$ cat src/rtl/exp_table_loader_if.sv
// rtl/exp_table_loader_if.sv - coefficient stream input and MAC table write port
// The loader uses the slave view; the coefficient source and the MAC table side use master.
interface exp_table_loader_if #(
  parameter int BASE_W   = 16,
  parameter int OFFSET_W = 16
);
  logic                         in_valid;
  logic                         in_ready;
  logic [BASE_W+OFFSET_W-1:0]   in_data;
  logic                         cfg_w_en;
  logic                         cfg_sgn;
  logic [3:0]                   cfg_idx;
  logic [BASE_W-1:0]            cfg_base;
  logic [OFFSET_W-1:0]          cfg_offset;

  modport master (
    output in_valid,
    output in_data,
    input  in_ready,
    input  cfg_w_en,
    input  cfg_sgn,
    input  cfg_idx,
    input  cfg_base,
    input  cfg_offset
  );

  modport slave (
    input  in_valid,
    input  in_data,
    output in_ready,
    output cfg_w_en,
    output cfg_sgn,
    output cfg_idx,
    output cfg_base,
    output cfg_offset
  );
endinterface

$ cat src/rtl/exp_table_loader.sv
// rtl/exp_table_loader.sv - sequences 2 x N_IDX coefficient writes into the exp MAC table
// Each accepted {base, offset} word becomes one registered cfg write, sign 0 first.
module exp_table_loader #(
  parameter int BASE_W   = 16,
  parameter int OFFSET_W = 16,
  parameter int N_IDX    = 13
) (
  input  logic                       clk,
  input  logic                       rst_n,
  input  logic                       start,
  input  logic                       abort,
  exp_table_loader_if.slave          bus,
  output logic                       busy,
  output logic                       done,
  output logic [4:0]                 loaded,
  output logic [BASE_W+OFFSET_W-1:0] checksum
);
  localparam int DW = BASE_W + OFFSET_W;

  localparam logic [0:0] ST_IDLE = 1'b0;
  localparam logic [0:0] ST_LOAD = 1'b1;

  localparam logic [3:0] IDX_LAST = 4'(N_IDX - 1);

  logic [0:0]          state_q, state_d;
  logic                ptr_sgn_q, ptr_sgn_d;
  logic [3:0]          ptr_idx_q, ptr_idx_d;
  logic [4:0]          loaded_q, loaded_d;
  logic [DW-1:0]       checksum_q, checksum_d;
  logic                done_q, done_d;
  logic                cfg_w_en_q, cfg_w_en_d;
  logic                cfg_sgn_q, cfg_sgn_d;
  logic [3:0]          cfg_idx_q, cfg_idx_d;
  logic [BASE_W-1:0]   cfg_base_q, cfg_base_d;
  logic [OFFSET_W-1:0] cfg_offset_q, cfg_offset_d;

  logic in_ready;
  logic handshake;
  logic ptr_last;

  // Abort drops ready in the same cycle so a word presented alongside it is never consumed.
  assign in_ready  = (state_q == ST_LOAD) && !abort;
  assign handshake = bus.in_valid && in_ready;
  assign ptr_last  = ptr_sgn_q && (ptr_idx_q == IDX_LAST);

  always_comb begin
    state_d      = state_q;
    ptr_sgn_d    = ptr_sgn_q;
    ptr_idx_d    = ptr_idx_q;
    loaded_d     = loaded_q;
    checksum_d   = checksum_q;
    done_d       = 1'b0;
    cfg_w_en_d   = 1'b0;
    cfg_sgn_d    = cfg_sgn_q;
    cfg_idx_d    = cfg_idx_q;
    cfg_base_d   = cfg_base_q;
    cfg_offset_d = cfg_offset_q;

    case (state_q)
      ST_IDLE: begin
        if (start && !abort) begin
          state_d    = ST_LOAD;
          ptr_sgn_d  = 1'b0;
          ptr_idx_d  = 4'd0;
          loaded_d   = 5'd0;
          checksum_d = '0;
        end
      end
      ST_LOAD: begin
        if (abort) begin
          state_d = ST_IDLE;
        end else if (handshake) begin
          cfg_w_en_d   = 1'b1;
          cfg_sgn_d    = ptr_sgn_q;
          cfg_idx_d    = ptr_idx_q;
          cfg_base_d   = bus.in_data[DW-1:OFFSET_W];
          cfg_offset_d = bus.in_data[OFFSET_W-1:0];
          loaded_d     = loaded_q + 5'd1;
          checksum_d   = checksum_q ^ bus.in_data;
          if (ptr_idx_q == IDX_LAST) begin
            ptr_idx_d = 4'd0;
            ptr_sgn_d = 1'b1;
          end else begin
            ptr_idx_d = ptr_idx_q + 4'd1;
          end
          if (ptr_last) begin
            state_d = ST_IDLE;
            done_d  = 1'b1;
          end
        end
      end
      default: state_d = ST_IDLE;
    endcase
  end

  always_ff @(posedge clk or negedge rst_n) begin
    if (!rst_n) begin
      state_q      <= ST_IDLE;
      ptr_sgn_q    <= 1'b0;
      ptr_idx_q    <= 4'd0;
      loaded_q     <= 5'd0;
      checksum_q   <= '0;
      done_q       <= 1'b0;
      cfg_w_en_q   <= 1'b0;
      cfg_sgn_q    <= 1'b0;
      cfg_idx_q    <= 4'd0;
      cfg_base_q   <= '0;
      cfg_offset_q <= '0;
    end else begin
      state_q      <= state_d;
      ptr_sgn_q    <= ptr_sgn_d;
      ptr_idx_q    <= ptr_idx_d;
      loaded_q     <= loaded_d;
      checksum_q   <= checksum_d;
      done_q       <= done_d;
      cfg_w_en_q   <= cfg_w_en_d;
      cfg_sgn_q    <= cfg_sgn_d;
      cfg_idx_q    <= cfg_idx_d;
      cfg_base_q   <= cfg_base_d;
      cfg_offset_q <= cfg_offset_d;
    end
  end

  assign bus.in_ready   = in_ready;
  assign bus.cfg_w_en   = cfg_w_en_q;
  assign bus.cfg_sgn    = cfg_sgn_q;
  assign bus.cfg_idx    = cfg_idx_q;
  assign bus.cfg_base   = cfg_base_q;
  assign bus.cfg_offset = cfg_offset_q;
  assign busy           = (state_q == ST_LOAD);
  assign done           = done_q;
  assign loaded         = loaded_q;
  assign checksum       = checksum_q;
endmodule

$ cat src/flat_wrapper.sv
// flat-port wrapper written by rule: the top's interface ports become plain ports
module exp_table_loader_flat 
#(
  parameter int BASE_W   = 16,
  parameter int OFFSET_W = 16,
  parameter int N_IDX    = 13
)
  (clk, rst_n, start, abort, busy, done, loaded, checksum, bus_in_valid, bus_in_data, bus_in_ready, bus_cfg_w_en, bus_cfg_sgn, bus_cfg_idx, bus_cfg_base, bus_cfg_offset);
  exp_table_loader_if #(.BASE_W(BASE_W), .OFFSET_W(OFFSET_W)) bus_i ();
  input  logic clk;
  input  logic rst_n;
  input  logic start;
  input  logic abort;
  output logic busy;
  output logic done;
  output logic [4:0] loaded;
  output logic [BASE_W+OFFSET_W-1:0] checksum;
  input wire logic [$bits(bus_i.in_valid)-1:0] bus_in_valid;
  input wire logic [$bits(bus_i.in_data)-1:0] bus_in_data;
  output wire logic [$bits(bus_i.in_ready)-1:0] bus_in_ready;
  output wire logic [$bits(bus_i.cfg_w_en)-1:0] bus_cfg_w_en;
  output wire logic [$bits(bus_i.cfg_sgn)-1:0] bus_cfg_sgn;
  output wire logic [$bits(bus_i.cfg_idx)-1:0] bus_cfg_idx;
  output wire logic [$bits(bus_i.cfg_base)-1:0] bus_cfg_base;
  output wire logic [$bits(bus_i.cfg_offset)-1:0] bus_cfg_offset;
  assign bus_i.in_valid = bus_in_valid;
  assign bus_i.in_data = bus_in_data;
  assign bus_in_ready = bus_i.in_ready;
  assign bus_cfg_w_en = bus_i.cfg_w_en;
  assign bus_cfg_sgn = bus_i.cfg_sgn;
  assign bus_cfg_idx = bus_i.cfg_idx;
  assign bus_cfg_base = bus_i.cfg_base;
  assign bus_cfg_offset = bus_i.cfg_offset;
  exp_table_loader #(.BASE_W(BASE_W), .OFFSET_W(OFFSET_W), .N_IDX(N_IDX)) u_core (.clk(clk), .rst_n(rst_n), .start(start), .abort(abort), .bus(bus_i), .busy(busy), .done(done), .loaded(loaded), .checksum(checksum));
endmodule
$ cat config.mk
export PLATFORM = sky130hd
export DESIGN_NAME = exp_table_loader_flat
export DESIGN_NICKNAME = d
export VERILOG_FILES = /design/src/rtl/exp_table_loader_if.sv /design/src/rtl/exp_table_loader.sv /design/src/flat_wrapper.sv
export SDC_FILE = /design/constraint.sdc
export NUM_CORES = 1
export LEC_CHECK = 0
export ABC_CLOCK_PERIOD_IN_PS = 1390
export BUFFER_PORTS_ARGS = -buffer_cell sky130_fd_sc_hd__clkbuf_2
export CAP_MARGIN = 10
export CORE_MARGIN = 1.5
export CORE_UTILIZATION = 45
export DETAILED_ROUTE_END_ITERATION = 12
export GPL_ROUTABILITY_DRIVEN = 0
export PLACE_DENSITY = 0.73
export SKIP_CTS_REPAIR_TIMING = 1
export SLEW_MARGIN = 20
export SYNTH_ARGS = -nofsm -noshare
export SYNTH_HDL_FRONTEND = slang
export SYNTH_SLANG_ARGS = --single-unit
$ cat constraint.sdc
create_clock -name clk -period 1.39 [get_ports clk]
set_input_delay 0.278 -clock clk [delete_from_list [all_inputs] [get_ports clk]]
set_output_delay 0.278 -clock clk [all_outputs]
set_load 0.01 [all_outputs]
# Yosys cells after proc, flatten, opt, wreduce, memory -nomap -nowiden
# Index checks and enable logic that the tools add are counted.
totals:
  input_bits: 37
  reg_bits: 82
classes:
  n_reduce_logical: 8
  n_mux: 30
  addsub: 2
  n_eq_ne: 5
  n_bitwise: 3
ops:
  columns: ["op", "n"]
  rows:
  - ["2-to-1 mux 32 bit", 3]
  - ["one-hot mux 32 bit (2 select lines)", 1]
  - ["XOR 32 bit", 1]
  - ["2-to-1 mux 4 bit", 4]
  - ["2-to-1 mux 1 bit", 15]
  - ["2-to-1 mux 5 bit", 3]
  - ["one-hot mux 5 bit (2 select lines)", 1]
  - ["one-hot mux 4 bit (2 select lines)", 1]
  - ["inequality test 2 bit (second input constant)", 3]
  - ["AND reduction 3 bit", 2]
  - ["adder 5 x 1 -> 5 bit (second input constant)", 1]
  - ["adder 4 x 1 -> 4 bit (second input constant)", 1]
  - ["equality test 4 bit (second input constant)", 1]
  - ["logical AND 1 bit", 4]
  - ["one-hot mux 1 bit (2 select lines)", 2]
  - ["AND reduction 4 bit", 1]
  - ["inequality test 2 x 1 -> 1 bit (second input constant)", 1]
  - ["inverter 1 bit", 2]
  - ["zero test 1 bit", 1]

# Logic depth before layout (Yosys ltp)
depth:
  word_depth: 6
  depth_mapped: 6

# Worst setup path before layout
# Ideal clock, no wire load.
synth_timing:
  path_kind: "register to register"
  startpoint: "register u_core.state_q (netlist: u_core.busy)"
  endpoint: "register u_core.loaded_q[1] (netlist: u_core.loaded[1])"
  slack_ps: 114
  arrival_ps: 1155
  stages_incl_launch_ff: 5
  n_path_buf: 1
  required_time_ps: 1269
  cell_sequence: "dfrtp_1 > buf_6 > nor3b_4 > nor2_2 > a22o_1"
synth_between:
  elab_chain_cells: 4
  elab_cells_between_ends: 8
  cone_classes: "eq/ne (3); mux (1); bitwise (1); reduce/logical (3)"
synth_rtl:
  columns: ["element", "line_no", "rtl"]
  rows:
  - ["start, declared", "exp_table_loader.sv:25", "logic [0:0] state_q, state_d;"]
  - ["start signal, assigned", "exp_table_loader.sv:110", "state_q <= state_d;"]
  - ["logical AND 1 bit", "exp_table_loader.sv:42", "assign in_ready = (state_q == ST_LOAD) && !abort;"]
  - ["logical AND 1 bit", "exp_table_loader.sv:43", "assign handshake = bus.in_valid && in_ready;"]
  - ["inequality test 2 bit (no source line)", null, null]
  - ["AND reduction 3 bit (no source line)", null, null]
  - ["end signal, assigned", "exp_table_loader.sv:113", "loaded_q <= loaded_d;"]
  - ["end, declared", "exp_table_loader.sv:28", "logic [4:0] loaded_q, loaded_d;"]
# Parallel ways exist; a longest one is shown, timed or not.
# A chain may end at the register's enable or synchronous reset.

# Final worst setup path
layout_timing:
  startpoint: "register u_core.state_q (netlist: u_core.busy)"
  endpoint: "output bus_in_ready"
layout_between:
  elab_chain_cells: 1
layout_rtl:
  columns: ["element", "line_no", "rtl"]
  rows:
  - ["logical AND 1 bit", "exp_table_loader.sv:42", null]
  - ["end, declared", "flat_wrapper.sv:20", "output wire logic [$bits(bus_i.in_ready)-1:0] bus_in_ready;"]
# Every way passes these cells.

==> results.yml <==
outcome:
  status: "finished with violations"
  violations: "negative setup slack"
clock_network:
  h-tree-depth: 3
  clock_path_buffers: 2
  cts_tree: "yes"
  cts_buffers: 9
  clk_latency_ns: 0.34
  cts-root-buf: "clkbuf_8"
  clock_sinks: 82
  path_clk_slew_ns: 0.08
place:
  placement.setup.worst_slack_ns: -0.00191
  portBuffers: 114
  postPlaceCellArea_um2: 4150
  hpwl_um: 5440
synthesis:
  synth_nets: 360
  synth_warnings: 0
  syn_area_um2: 3530
  synth.yosys.seq_area_share_pct: 58.2
  avgSynthCellArea_um2: 11.0
  ys_types: 31
  ys_ff_latch: 82
  syn_inst: 320
drt:
  routedWlPerCell_um: 14.6
  dr_total_vias: 2737
  drc_errors: 0
  drt_iter0_drc: 105
  detail_route.wirelength_um: 7990
  vias_per_cell: 5.00
  ant_nets: 0
  first_pass_iters: 4
setup_path:
  r2r_start: "u_core.ptr_idx_q[0]$_DFFE_PN0P_"
  slowest_delay_ns: 0.45
  crit_type: "reg2out"
  cp-end-kind: "primary output"
  crit_fanout: 4
  critPathSlowestCell: "dfrtp_2"
  critPathArrivalTime_ns: 1.15
  startpoint_type: "flip-flop"
  crit_path_frequent_cell: "buf_6"
  crit_chain: "buf_6, nor2b_4, buf_6"
  cp.required_ns: 1.11
  crit_start: "u_core.busy$_DFF_PN0_"
timing:
  finalSetupViolCount: 2
  clock_skew_ns: 0.00932
  tightest_slew_ns: 0.434
  hold_viol: 0
  whs_ns: 0.217
  rsz0062_at_grt: "true"
  fmax_ghz: 0.702
  timing.final.ws_setup_ns: -0.0350
  setup_tns_ns: -0.0644
  period_share_pct: 103
  fin_crit_ns: 1.43
  drv_slew: 0
  maxSlewHeadroom_pct: 71.1
global_route:
  grt_pass1_wl_um: 13200
  grt_max_degree: 83
  grt_pass1_vias: 2696
  grt_usage_pct: 20.1
  antenna_found_initial: 0
  gr-total-overflow: 0
floorplanning:
  core_um2: 7650
  die_area_um2: 8380
  die_h_um: 91.5
  ios: 115
  die_w_um: 91.5
  initial_utilization_pct: 46.1
  rows: 32
worst_hold_path:
  min_from: "bus_in_data[27]"
  hold_path_class: "in2reg"
job:
  max-cap-violations: 0
power:
  power_density_nw_per_um2: 1360
  p_total_uw: 6070
  p_leak_uw: 0.00243
  vdd_drop_max_v: 0.000687
final_layout:
  drive_gt1_share_pct: 34.8
  fin_nets: 480
  area_delta_synth_final_pct: 26.5
  n_antenna_cell: 0
  final_area_um2: 4460
  layout_common_cells: "clkbuf_2, dfrtp_1, nand2_1"
  layout_commonest_cell: "clkbuf_2"
registers in the layout, summed over array words and instances, names as in the netlist:
| signal | count |
|---|---|
| u_core.done | 1 |
| u_core.bus.cfg_sgn | 1 |
| u_core.busy | 1 |
| u_core.ptr_sgn_q | 1 |
| u_core.loaded | 5 |
| u_core.bus.cfg_idx | 4 |
| u_core.bus.cfg_offset | 16 |
| u_core.bus.cfg_w_en | 1 |
| u_core.checksum | 32 |
| u_core.bus.cfg_base | 16 |
| u_core.ptr_idx_q | 4 |
cell usage after synthesis:
| cell | count | area (um2) |
|---|---|---|
| a21oi_1 | 2 | 10.0 |
| a22o_1 | 2 | 17.5 |
| buf_2 | 6 | 30.0 |
| buf_4 | 4 | 30.0 |
| buf_6 | 11 | 124 |
| clkbuf_1 | 1 | 3.75 |
| dfrtp_1 | 82 | 2050 |
| ha_1 | 3 | 37.5 |
| inv_1 | 4 | 15.0 |
| inv_4 | 1 | 6.26 |
| mux2i_1 | 2 | 20.0 |
| nand2_1 | 77 | 289 |
| nand3_1 | 5 | 25.0 |
| nand3_2 | 2 | 20.0 |
| nand3b_4 | 1 | 20.0 |
| nand4_1 | 3 | 18.8 |
| nand4b_1 | 32 | 280 |
| nor2_1 | 34 | 128 |
| nor2_2 | 1 | 6.26 |
| nor2b_1 | 1 | 6.26 |
| nor3b_4 | 1 | 18.8 |
| o211ai_1 | 1 | 7.51 |
| o211ai_2 | 1 | 12.5 |
| o21ai_0 | 2 | 10.0 |
| o21ai_1 | 4 | 20.0 |
| o22ai_1 | 1 | 6.26 |
| o311ai_1 | 1 | 8.76 |
| o31ai_1 | 1 | 7.51 |
| or3_1 | 1 | 6.26 |
| or3b_1 | 1 | 8.76 |
| xor2_1 | 32 | 280 |
final timing paths:
check	endpoint	cells after the start	slack [ns]
max	bus_in_ready	3	-0.04
min	u_core.bus.cfg_base[11]$_DFFE_PN0P_	3	0.22
max reg2reg	u_core.ptr_idx_q[2]$_DFFE_PN0P_	5	0.09
min reg2reg	u_core.bus.cfg_base[6]$_DFFE_PN0P_	2	0.48
max in group asynchronous	u_core.busy$_DFF_PN0_	3	0.52
min in group asynchronous	u_core.bus.cfg_offset[0]$_DFFE_PN0P_	3	0.50
stage by stage:
| stage | instances | utilization, % |
|---|---|---|
| final | 547 | 58.3 |
| after global routing | 547 | 58.3 |
| after CTS | 541 | 57.1 |
| after detailed placement | 525 | 54.2 |
| after global placement | 525 | 54.2 |
| after floorplan | 320 | - |
cell families after synthesis:
group	count (synthesis)	share of synthesized area, %
adders and majority gates	3	1.06
AOI/OAI and AO/OA	15	2.84
and+or+nand+nor	159	23.5
DFF	82	58.2
xor gates and xnor gates	32	7.95
buffers and inverters	27	5.93
muxes	2	0.568
cell type report:
type                            count  area (um2)
Multi-Input combinational cell    211        1280
Fill cell                         686        3190
Clock buffer                       11         141
Tap cell                          102         128
Sequential cell                    82        2050
Clock inverter                      5        77.6
Inverter                            5        26.3
Timing Repair Buffer              131         756
layer usage:
layer	global-route usage, %	vias to the layer above	share of wire (%)
met1	26.5	1350	46
met5	0	-	0
li1	-	1297	-
met3	4.02	9	5.6
met4	6.90	0	1.0
met2	33.0	81	48
power breakdown:
group	internal (uW)	total (uW)	switching, uW
sequential	2740	2990	250
combinational	527	1210	680
clock	1060	1870	813
total	4320	6070	1740
worst max-delay path, delay by kind of cell (launching register included):
kind | cells | cell delay [ns]
buffers and inverters | 2 | 0.25
DFF | 1 | 0.45
and+or+nand+nor | 1 | 0.12
Power figures use the tool's default switching activity.
